$ cat src/rtl/fft_pkg.sv
// Shared types and defaults for the radix-2 DIT FFT butterfly scheduler.
package fft_pkg;

    localparam int LOG2N_DEF    = 10;
    localparam int PIPE_LAT_DEF = 3;
    localparam int STAGE_W      = 4;

    typedef enum logic [1:0] {
        ST_IDLE,
        ST_RUN,
        ST_DRAIN,
        ST_FIN
    } state_e;

    // Width of a counter that must hold 0..n-1 (at least one bit).
    function automatic int cnt_w(input int n);
        return (n <= 2) ? 1 : $clog2(n);
    endfunction

endpackage

$ cat src/rtl/fft_bf_addr_gen.sv
// Maps (stage, butterfly index) to the two in-place leg addresses and
// the twiddle ROM index of a radix-2 DIT butterfly.
module fft_bf_addr_gen
    import fft_pkg::*;
#(
    parameter int LOG2N = LOG2N_DEF
) (
    input  logic [STAGE_W-1:0] stage_i,
    input  logic [LOG2N-2:0]   bfly_i,
    output logic [LOG2N-1:0]   addr0_o,
    output logic [LOG2N-1:0]   addr1_o,
    output logic [LOG2N-2:0]   tw_o
);

    localparam logic [STAGE_W-1:0] TW_TOP = STAGE_W'(LOG2N - 1);

    logic [LOG2N-1:0] k_ext;
    logic [LOG2N-1:0] half;
    logic [LOG2N-1:0] pos;
    logic [LOG2N-1:0] grp;
    logic [LOG2N-1:0] tw_full;

    always_comb begin
        k_ext   = {1'b0, bfly_i};
        half    = LOG2N'(1) << stage_i;
        pos     = k_ext & (half - LOG2N'(1));
        grp     = k_ext >> stage_i;
        addr0_o = (grp << (stage_i + STAGE_W'(1))) | pos;
        // Bit s of addr0 is always clear, so the add never carries out.
        addr1_o = addr0_o + half;
        tw_full = pos << (TW_TOP - stage_i);
        tw_o    = tw_full[LOG2N-2:0];
    end

endmodule

$ cat src/rtl/fft_bf_sched.sv
// In-place radix-2 DIT FFT sequencer: issues one butterfly read per cycle
// and replays the same addresses as writes PIPE_LAT cycles later.
module fft_bf_sched
    import fft_pkg::*;
#(
    parameter int LOG2N    = LOG2N_DEF,
    parameter int PIPE_LAT = PIPE_LAT_DEF
) (
    input  logic               clk_i,
    input  logic               rst_i,
    input  logic               start_i,
    output logic               busy_o,
    output logic               done_o,
    output logic [STAGE_W-1:0] stage_o,
    output logic               rd_en_o,
    output logic [LOG2N-1:0]   rd_addr0_o,
    output logic [LOG2N-1:0]   rd_addr1_o,
    output logic [LOG2N-2:0]   tw_addr_o,
    output logic               wr_en_o,
    output logic [LOG2N-1:0]   wr_addr0_o,
    output logic [LOG2N-1:0]   wr_addr1_o
);

    localparam int KW  = LOG2N - 1;
    localparam int DW  = cnt_w(PIPE_LAT);
    localparam int DLW = 1 + 2 * LOG2N;

    localparam logic [KW-1:0]      K_LAST = '1;
    localparam logic [STAGE_W-1:0] S_LAST = STAGE_W'(LOG2N - 1);
    localparam logic [DW-1:0]      D_LAST = DW'(PIPE_LAT - 1);

    state_e             state_q, state_d;
    logic [KW-1:0]      k_q, k_d;
    logic [STAGE_W-1:0] s_q, s_d;
    logic [DW-1:0]      dr_q, dr_d;

    logic               rd_en_d;
    logic [LOG2N-1:0]   a0_d, a1_d;
    logic [KW-1:0]      tw_d;

    logic               busy_q, done_q, rd_en_q;
    logic [STAGE_W-1:0] stage_q;
    logic [LOG2N-1:0]   rd_addr0_q, rd_addr1_q;
    logic [KW-1:0]      tw_addr_q;
    logic [DLW-1:0]     dl_q [PIPE_LAT];

    always_comb begin
        state_d = state_q;
        k_d     = k_q;
        s_d     = s_q;
        dr_d    = dr_q;
        unique case (state_q)
            ST_IDLE: begin
                if (start_i) begin
                    state_d = ST_RUN;
                    k_d     = '0;
                    s_d     = '0;
                end
            end
            ST_RUN: begin
                if (k_q == K_LAST) begin
                    state_d = ST_DRAIN;
                    k_d     = '0;
                    dr_d    = '0;
                end else begin
                    k_d = k_q + KW'(1);
                end
            end
            ST_DRAIN: begin
                // Hold issue until the stage's last write has landed.
                if (dr_q == D_LAST) begin
                    if (s_q == S_LAST) begin
                        state_d = ST_FIN;
                    end else begin
                        state_d = ST_RUN;
                        s_d     = s_q + STAGE_W'(1);
                    end
                end else begin
                    dr_d = dr_q + DW'(1);
                end
            end
            ST_FIN: begin
                state_d = ST_IDLE;
            end
            default: begin
                state_d = ST_IDLE;
            end
        endcase
        rd_en_d = (state_d == ST_RUN);
    end

    fft_bf_addr_gen #(
        .LOG2N(LOG2N)
    ) u_addr_gen (
        .stage_i (s_d),
        .bfly_i  (k_d),
        .addr0_o (a0_d),
        .addr1_o (a1_d),
        .tw_o    (tw_d)
    );

    always_ff @(posedge clk_i) begin
        if (rst_i) begin
            state_q    <= ST_IDLE;
            k_q        <= '0;
            s_q        <= '0;
            dr_q       <= '0;
            busy_q     <= 1'b0;
            done_q     <= 1'b0;
            stage_q    <= '0;
            rd_en_q    <= 1'b0;
            rd_addr0_q <= '0;
            rd_addr1_q <= '0;
            tw_addr_q  <= '0;
            for (int i = 0; i < PIPE_LAT; i++) begin
                dl_q[i] <= '0;
            end
        end else begin
            state_q    <= state_d;
            k_q        <= k_d;
            s_q        <= s_d;
            dr_q       <= dr_d;
            busy_q     <= (state_d != ST_IDLE);
            done_q     <= (state_d == ST_FIN);
            stage_q    <= (state_d == ST_IDLE) ? '0 : s_d;
            rd_en_q    <= rd_en_d;
            rd_addr0_q <= rd_en_d ? a0_d : '0;
            rd_addr1_q <= rd_en_d ? a1_d : '0;
            tw_addr_q  <= rd_en_d ? tw_d : '0;
            dl_q[0]    <= {rd_en_q, rd_addr0_q, rd_addr1_q};
            for (int i = 1; i < PIPE_LAT; i++) begin
                dl_q[i] <= dl_q[i-1];
            end
        end
    end

    assign busy_o     = busy_q;
    assign done_o     = done_q;
    assign stage_o    = stage_q;
    assign rd_en_o    = rd_en_q;
    assign rd_addr0_o = rd_addr0_q;
    assign rd_addr1_o = rd_addr1_q;
    assign tw_addr_o  = tw_addr_q;
    assign {wr_en_o, wr_addr0_o, wr_addr1_o} = dl_q[PIPE_LAT-1];

endmodule
$ cat config.mk
export PLATFORM = sky130hd
export DESIGN_NAME = fft_bf_sched
export DESIGN_NICKNAME = d
export VERILOG_FILES = /design/src/rtl/fft_pkg.sv /design/src/rtl/fft_bf_addr_gen.sv /design/src/rtl/fft_bf_sched.sv
export SDC_FILE = /design/constraint.sdc
export NUM_CORES = 1
export LEC_CHECK = 0
export ABC_AREA = 1
export BUFFER_PORTS_ARGS = -buffer_cell sky130_fd_sc_hd__buf_2
export CORE_ASPECT_RATIO = 0.9
export CORE_MARGIN = 5
export CORE_UTILIZATION = 49
export CTS_BUF_LIST = sky130_fd_sc_hd__clkbuf_2 sky130_fd_sc_hd__clkbuf_4 sky130_fd_sc_hd__clkbuf_8
export DETAILED_ROUTE_END_ITERATION = 7
export GPL_ROUTABILITY_DRIVEN = 0
export PLACE_DENSITY_LB_ADDON = 0.15
export SYNTH_ARGS = -nofsm -noshare
export SYNTH_HDL_FRONTEND = slang
export SYNTH_SLANG_ARGS = --single-unit
export TNS_END_PERCENT = 10
$ cat constraint.sdc
create_clock -name clk_i -period 4 [get_ports clk_i]
set_input_delay 0.8 -clock clk_i [delete_from_list [all_inputs] [get_ports clk_i]]
set_output_delay 0.8 -clock clk_i [all_outputs]
set_load 0.02 [all_outputs]
==> results of run 1 <==
-- state kept, by name (all words and copies together), names as in the netlist --
| register | flops |
|---|---|
| rd_addr0_o | 10 |
| tw_addr_o | 9 |
| busy_o | 1 |
| s_q | 4 |
| rd_en_o | 1 |
| done_o | 1 |
| dr_q | 2 |
| rd_addr1_o | 10 |
| stage_o | 4 |
| state_q | 2 |
| dl_q | 63 |
| k_q | 9 |
-- cell usage after synthesis, drive strengths merged --
master	n	area [sq um]
a21oi	28	159
or2	1	6.26
nor2	141	602
o211ai	1	7.51
o22ai	1	6.26
nand3	80	455
o311ai	1	8.76
and2	2	15.0
nor3	10	50.1
o2111ai	1	8.76
fa	1	20.0
nand4	10	62.6
ha	23	288
o21bai	2	15.0
nand2	149	612
o211a	1	10.0
a211oi	1	7.51
o21ai	21	131
a31oi	4	25.0
clkbuf	11	41.3
buf	31	229
inv	139	524
xnor2	1	8.76
a22oi	1	7.51
dfxtp	116	2320
nand3b	2	15.0
xor2	4	42.6
o21a	4	30.0
-- cell type report --
class,instances,area share (%)
well taps,156,2.55
clock buffers,18,3.16
repair buffers,171,14.9
clock inverters,13,2.08
flip-flops and latches,116,30.5
multi-input cells,492,39.9
inverters,139,6.96
-- per-layer routing --
layer,vias up,track usage [%],part of all wire (%)
met5,-,0,0
li1,2730,-,-
met1,2537,29.3,42
met3,69,6.20,7.4
met4,0,9.74,4.3
met2,234,34.6,46
-- report_power, final --
group | internal, mW | total [mW] | leakage (nW) | switching [mW]
registers | 1.19 | 1.21 | 0.941 | 0.0177
clock network | 0.617 | 1.11 | 0.198 | 0.488
logic | 0.216 | 0.530 | 2.43 | 0.314
-- path summary, 6_finish.rpt --
check,start,endpoint,slack (ns),cells after the start
min,dl_q[0][0],dl_q[0][21],0.40,2
max reg2reg,k_q[1],rd_addr1_o[8],-0.0002,35
min reg2reg,dl_q[0][0],dl_q[0][21],0.40,2
max,k_q[1],rd_addr1_o[8],-0.0002,35
-- critical path: cells and delay by family (launching register included) --
kind	cells	cell delay, ns
and+or+nand+nor	18	1.47
AOI/OAI and AO/OA	4	0.57
adders and majority gates	3	0.65
buffers and inverters	10	0.84
DFF	1	0.34
-- timing repair --
action	4_1_cts	5_1_grt
pin swaps	8	59
setup endpoints to repair	3	5
hold buffers	0	0
resized for setup	13	100
setup buffers	11	24
gates cloned	0	2
-- cells by family after synthesis --
kind of cell	Yosys count	share of synthesized area [%]
AOI/OAI and AO/OA	66	7.30
xor gates and xnor gates	5	0.899
adders and majority gates	24	5.39
buffers and inverters	181	13.9
DFF	116	40.7
and+or+nand+nor	395	31.8
==> metrics.txt, run 1 <==
Cell Rows=37; via count=about 5600; DRT antenna net count=0; fill cell count=around 950; final setup margin=-0.000155 ns; share of layout cells above drive strength 1=a little under two fifths; I/O pins=60; CTS sink cnt=roughly 120; WP data required=~4.3 ns; max-cap violations=0; Worst Path Arrival=approximately 4.3 ns; worst-margin pin slew=0.792 ns; CP Capture Type=flop; multi-input logic area=between 3000 and 4000 sq um; die area=approximately 14000 sq um; Final Instance Area=between 7000 and 8000 sq um; Synth Register Bits=116; Mapped Cells=approximately 800; diode count=0; Tmin final=4.00 ns; DP HPWL=~11 mm; Vias/cell=between 5 and 6; Setup crit start kind=flop; Area Overhead vs Synth=33.9%; Mapped Area=5710 sq um; largest net degree at the start of global routing=80; Max VDD drop=0.317 mV; Max stage delay cell, worst path=dfxtp_2; CP dominant cell by count=buf_4; Cell Count, Final, Fillers Out=between 1000 and 1500; CTS max path bufs=2; Final period util=100%; TritonCTS buffer count=17; input/output buffers=59; Synthesis Warnings=0; final net count=964; slew margin rel.=47.2%; CTS tree=yes; H-tree depth=4; unique cell type count in the Yosys netlist=43; Final Max Slew Viols=0; clk slew on worst S/H paths=0.07 ns; drt first pass iters=7; failing checks=negative setup slack; maximum clock rate=between 0.2 and 0.25 GHz; drt first-iter violations=around 520; CP Max Fanout=3; power density cells=372 nW/um^2; status=finished with violations; dpl cells=1038; TNS Setup=-0.000155 ns; initial antenna violation count=0; vias in the first global route=just over 5000; syn nets=814; root buf cell=clkbuf_8; commonest non-fill, non-tap cells in the layout=nor2_1 (118), inv_1 (117), nand2_1 (113), dfxtp_1 (112), buf_4 (112); Remaining Overflow, GRT=0; unrepaired setup endpoints after global routing=true; DR WL/cell=between 10 and 15 um; most common cell after layout, fill and taps aside=nor2_1; Leak=around 3.6 nW; pre-CTS setup slack=-0.148 ns; first-pass GRT wire length=about 25 mm; crit-path max cell delay=0.34 ns; post-synthesis sequential area ratio=between 40% and 50%; Mean Syn Cell Area=about 7.3 sq um; wirelength, routed=approximately 16 mm; Skew-Pair Late Insertion Delay=approximately 0.45 ns; initial core utilization=between 40% and 50%; DRC=0; Total Routing Usage GR=between 20% and 30%; Die Width=between 100 and 150 um; hold crit path type=reg -> reg; storage element area=roughly 2300 sq um; Hold Slack=0.398 ns; WS Path Type=reg -> reg; Final Util=between 60% and 70%; Core Area=approximately 11000 sq um; Final Power=around 2.8 mW; Hold Vio Cnt, Final=0; Finish-stage setup viols=1; Die Y=around 110 um; Worst Skew=between 0.009 and 0.01 ns; Area after DPL=roughly 6500 sq um
Note: power is estimated with default switching activity, not from simulation.
==> run 2: changes to the inputs <==
--- a/config.mk
+++ b/config.mk
@@ -7,9 +7,11 @@
 export LEC_CHECK = 0
 export ABC_AREA = 1
 export BUFFER_PORTS_ARGS = -buffer_cell sky130_fd_sc_hd__buf_2
+export CELL_PAD_IN_SITES_DETAIL_PLACEMENT = 1
+export CELL_PAD_IN_SITES_GLOBAL_PLACEMENT = 2
 export CORE_ASPECT_RATIO = 0.9
 export CORE_MARGIN = 5
-export CORE_UTILIZATION = 49
+export CORE_UTILIZATION = 31
 export CTS_BUF_LIST = sky130_fd_sc_hd__clkbuf_2 sky130_fd_sc_hd__clkbuf_4 sky130_fd_sc_hd__clkbuf_8
 export DETAILED_ROUTE_END_ITERATION = 7
 export GPL_ROUTABILITY_DRIVEN = 0
==> run 2 against run 1 <==
Effect of this change:
- the flow now finishes without violations
- worst setup slack better by 0.035 ns
- die area is 53% higher
- utilization is 23 points lower
- cell area is 5.1% higher
==> metrics.txt, run 2 (synthesis gave the netlist of run 1 again) <==
vias in the first global route=5693; wirelength, routed=~18 mm; CP Capture Type=flop; DRT antenna net count=0; worst-margin pin slew=approximately 0.82 ns; Cells on Worst Hold Path=2; max-cap violations=0; Vias/cell=about 4.5; DRC=0; CP dominant cell by count=nand3_2; Max stage delay cell, worst path=dfxtp_2; maximum clock rate=0.252 GHz; unrepaired setup endpoints after global routing=true; DP HPWL=around 14 mm; max reg flops=63; CTS sink cnt=116; DR WL/cell=around 15 um; root buf cell=clkbuf_8; diode count=0; Total Routing Usage GR=between 15 and 20%; Worst Skew=approximately 0.027 ns; Area Overhead vs Synth=40.8%; clk slew on worst S/H paths=about 0.08 ns; share of layout cells above drive strength 1=between 40% and 50%; Skew-Pair Late Insertion Delay=about 0.46 ns; Core Area=around 18000 sq um; Hold Vio Cnt, Final=0; first-pass GRT wire length=roughly 30 mm; Tmin final=3.96 ns; initial core utilization=31.3%; Die Width=roughly 150 um; Leak=about 3.8 nW; worst reg2reg path depth=35; status=complete, no violations; Final Power=approximately 3.0 mW; H-tree depth=4; Cell Rows=47; hold crit path type=reg -> reg; Finish-stage setup viols=0; I/O pins=60; Final period util=a little under 100%; Final Instance Area=between 8000 and 9000 sq um; final net count=1002; CTS tree=yes; CTS max path bufs=2; Largest Register=dl_q; Final Max Slew Viols=0; Worst Path Arrival=~4.3 ns; largest net degree at the start of global routing=80; slew margin rel.=45.4%; drt first-iter violations=~230; Die Y=139 um; Area after DPL=approximately 6900 sq um; TritonCTS buffer count=17; dpl cells=approximately 1200; die area=~21000 sq um; final setup margin=0.0353 ns; via count=5541; input/output buffers=59; Remaining Overflow, GRT=0; drt first pass iters=4; most common cell after layout, fill and taps aside=buf_4; commonest non-fill, non-tap cells in the layout=buf_4 (148), nand2_1 (118), nor2_1 (116), inv_1 (113), dfxtp_1 (113); WP data required=4.34 ns; pre-CTS setup slack=-0.287 ns; CP Max Fanout=3; initial antenna violation count=0; Cell Count, Final, Fillers Out=~1200; crit-path max cell delay=between 0.3 and 0.4 ns; Setup crit start kind=flop; Max VDD drop=0.179 mV; power density cells=368 nW/um^2; WS Path Type=reg -> reg
==> run 2: what timing repair did <==
action	in CTS	in global routing
buffers inserted	18	14
gates cloned	0	0
hold buffers	0	0
setup endpoints to repair	4	5
pin swaps	14	46
resized for setup	22	93
==> run 2: worst paths after layout <==
kind | startpoint | endpoint | slack (ns)
setup reg to reg | k_q[1] | rd_addr1_o[8] | 0.04
hold reg to reg | dl_q[0][0] | dl_q[0][21] | 0.40
hold / removal | dl_q[0][0] | dl_q[0][21] | 0.40
setup / recovery | k_q[1] | rd_addr1_o[8] | 0.04
==> run 2: layout make-up <==
type                       instances  area [sq um]
inverter                         139           529
multi-input combinational        490          3000
clock inverter                    15           184
clock buffer                      17           234
timing repair buffer             211          1450
sequential                       116          2330
tap                              245           307
fill                            2295         10200
==> run 2: routing by layer <==
| metal | GRT usage (%) | share of wire, % |
|---|---|---|
| met2 | 28.8 | 48 |
| met4 | 4.41 | 1.5 |
| met3 | 4.80 | 3.4 |
| met5 | 0 | 0 |
| met1 | 21.6 | 47 |
==> run 2: critical path: cells and delay by family (launching register included) <==
family | cells | cell delay [ns]
AOI/OAI and AO/OA | 4 | 0.57
DFF | 1 | 0.35
and+or+nand+nor | 20 | 1.60
adders and majority gates | 4 | 0.83
buffers and inverters | 7 | 0.52
==> run 2: metrics by stage <==
step	TNS, ns	utilization (%)	hold WS [ns]
CTS	-0.00702	41.5	0.402
global route	-0.485	44.1	0.418
global placement	-0.428	38.1	0.390
detailed placement	-0.845	38.1	0.395
finish	0	44.1	0.398
floorplan	0	-	0.388
==> run 2: power by group <==
| part | switching, mW | total (mW) | internal [mW] | leakage, nW |
|---|---|---|---|---|
| sequential | 0.0181 | 1.21 | 1.19 | 0.941 |
| combinational | 0.324 | 0.566 | 0.242 | 2.61 |
| clock | 0.598 | 1.18 | 0.582 | 0.206 |
==> run 3: changes to the inputs <==
--- a/config.mk
+++ b/config.mk
@@ -11,12 +11,14 @@
 export CELL_PAD_IN_SITES_GLOBAL_PLACEMENT = 2
 export CORE_ASPECT_RATIO = 0.9
 export CORE_MARGIN = 5
-export CORE_UTILIZATION = 31
+export CORE_UTILIZATION = 32
 export CTS_BUF_LIST = sky130_fd_sc_hd__clkbuf_2 sky130_fd_sc_hd__clkbuf_4 sky130_fd_sc_hd__clkbuf_8
 export DETAILED_ROUTE_END_ITERATION = 7
 export GPL_ROUTABILITY_DRIVEN = 0
 export PLACE_DENSITY_LB_ADDON = 0.15
+export RECOVER_POWER = 50
 export SYNTH_ARGS = -nofsm -noshare
 export SYNTH_HDL_FRONTEND = slang
+export SYNTH_HIERARCHICAL = 1
 export SYNTH_SLANG_ARGS = --single-unit
 export TNS_END_PERCENT = 10
==> run 3 against run 2 <==
Effect of this change:
- the flow now finishes with violations (max-capacitance violations, max-slew violations)
- fmax increased by 2.3%
- sequential share of layout area decreased by 0.89 points
- combinational power decreased by 76%
- utilization increased by 1.4 points
- sequential cell count unchanged
- worst hold slack got worse by 0.0018 ns
- critical path depth decreased by 5
- synthesized cell count increased by 2.4%
- routed wire length decreased by 5.4%
- critical path type unchanged
- highest routed layer unchanged
==> metrics.txt, run 3 <==
first-pass GRT wire length=~28 mm; highest metal used=met4; initial core utilization=between 30 and 40%; root buf cell=clkbuf_8; Total Routing Usage GR=between 15 and 20%; min-delay src=dl_q[0][6]; Skew-Pair Late Insertion Delay=0.43 ns; met2 WL=8.34 mm; Final Util=between 40% and 50%; worst-margin pin slew=roughly 1.6 ns; Core Area=approximately 18000 sq um; Endpoint, Worst Hold=dl_q[0][27]; R2R Path End=rd_addr1_o[7]; drt first-iter violations=approximately 220; Synthesis Warnings=6; Mapped Area=slightly below 6000 sq um; Cell Rows=47; clk slew on worst S/H paths=roughly 0.07 ns; DP HPWL=about 13 mm; TNS Setup=0 ns; via count=~5500; Setup crit start kind=flop; Synth Register Bits=116; final net count=between 1000 and 1500; CP dominant cell by count=buf_4; Hold Buf Count CTS=0; syn nets=about 830; dpl cells=approximately 1200; CP Max Fanout=5; Area after DPL=between 7000 and 8000 sq um; Cells on Worst Hold Path=2; unique cell type count in the Yosys netlist=between 40 and 50; CTS sink cnt=116; Mapped Cells=roughly 810; post-synthesis sequential area ratio=39.5%; unrepaired setup endpoints after global routing=true; Post-synth EDFFs=0; reg2reg setup slack=between 0.1 and 0.15 ns; pre-CTS setup slack=-0.581 ns; status=finished with violations; I/O pins=60; max-cap violations=1; DR WL/cell=14.0 um; Hold Vio Cnt, Final=0; clock share of power=a little under half; Final Instance Area=8300 sq um; Worst Path Arrival=4.16 ns; ys flop type=dfxtp_1; cell-internal power=~1.9 mW; Cell Count, Final, Fillers Out=roughly 1200; Comb pwr share=under 10%; multi-input logic area=3260 sq um; max reg flops=between 60 and 70; Leak=roughly 3.7 nW; metal3 WL=625 um; Final period util=between 90% and 100%; initial antenna violation count=0; leading area contributor after synthesis=dfxtp_1; Final Max Slew Viols=80; storage element area=2330 sq um; failing checks=max-capacitance violations, max-slew violations; Vias/cell=4.44; Area Overhead vs Synth=41.2%; Max VDD drop=around 0.16 mV; hold crit path type=reg -> reg; die area=between 20000 and 25000 sq um; Largest Register=dl_q; crit-path max cell delay=0.38 ns; critical path's top delay family=compound AO/OA/AOI/OAI gates; Switching Power=roughly 0.55 mW; power density cells=between 200 and 300 nW/um^2; H-tree depth=4; largest net degree at the start of global routing=80; share of layout cells above drive strength 1=40.2%; Net Sw Frac=between 20% and 30%; Yosys top cell area share=around two fifths; vias in the first global route=just under 6000; diode count=0; input/output buffers=~60; final setup margin=0.124 ns; DRT antenna net count=0; slew margin rel.=-5.75%; Finish-stage setup viols=0; RR Startpoint=k_q[0]; fill cell count=2271; synth cell count leaders=nand2_1 (153), inv_1 (144), dfxtp_1 (116), nor2_1 (102), nand3_1 (80); M1 WL=just over 8 mm; Mean Syn Cell Area=approximately 7.3 sq um; Max stage delay cell, worst path=ha_2; Remaining Overflow, GRT=0; Die Width=~150 um; WS Path Type=reg -> reg; TritonCTS buffer count=17; Worst Skew=about 0.013 ns; maximum clock rate=between 0.2 and 0.3 GHz; Tmin final=3.88 ns; ys async rst share=0%; CTS tree=yes; top post-synthesis cells by area=dfxtp_1 (40%), nand2_1 (9.8%), inv_1 (9.2%); CP Capture Type=flop; worst reg2reg path depth=30; Hold Slack=just under 0.4 ns; count leader, synth=nand2_1; WP data required=between 4 and 5 ns; DRC=0; commonest non-fill, non-tap cells in the layout=inv_1 (138), buf_4 (138), nand2_1 (113), dfxtp_1 (112), nor2_1 (95); Die Y=between 100 and 150 um; drt first pass iters=4; CTS max path bufs=2; share of power burned in registers=47.1%; wirelength, routed=around 17 mm; Critical path buffers and inverters=8; Final Power=2.48 mW; Critical path origin=k_q[0]
[run 3: cell types whose count changed after synthesis, moves of 11 or more]
cell | previous run | this run
nor2_1 | 126 | 102
inv_1 | 124 | 144
nand2_1 | 136 | 153
nor2_4 | 7 | 22
nand3_1 | 69 | 80
[run 3: metal layers]
layer	vias to the layer above	GRT usage, %
met5	-	0
met4	0	4.74
met3	20	3.53
met2	78	27.5
met1	2608	21.0
li1	2817	-
[run 3: cell families after synthesis]
logic type                 after synthesis  share of synthesized area, %
buffers and inverters                  193                          15.1
AOI/OAI and AO/OA                       69                          6.83
adders and majority gates               24                          5.24
and+or+nand+nor                        394                          31.7
DFF                                    116                          39.5
xor gates and xnor gates                10                          1.62
[run 3: area by class of cell]
type / instances / share of cell area [%]
inverters: 150 / 6.94
clock buffers: 21 / 3.33
multi-input cells: 497 / 39.3
repair buffers: 204 / 16.8
flip-flops and latches: 116 / 28.1
well taps: 245 / 3.69
clock inverters: 10 / 1.87
[run 3: worst max path at each step]
stage	endpoint	slack, ns	depth (start not counted)
floorplan	rd_addr1_o[8]	-0.0005	27
global route	rd_addr1_o[8]	-0.12	35
detailed placement	rd_addr1_o[9]	-0.58	23
global placement	rd_addr1_o[7]	-0.41	23
finish	rd_addr1_o[7]	0.12	30
CTS	rd_addr1_o[9]	0.003	27
[run 3: worst min-delay path: stages (launching register included)]
cell and delay, ns:
dfxtp_1 0.30, inv_1 0.04, nor2_1 0.03
[run 3: power groups by stage]
stage	clock network (mW)	logic (mW)	registers (mW)
after floorplan	0	0.0760	1.20
after CTS	1.22	0.129	1.17
after detailed placement	0	0.122	1.20
final	1.18	0.136	1.17
after global placement	0	0.119	1.20
after global routing	1.28	0.150	1.17
[run 3: timing repair]
item	in CTS	in global routing
setup endpoints to repair	5	6
pin swaps	24	51
gates resized for setup	49	103
setup buffers	16	14
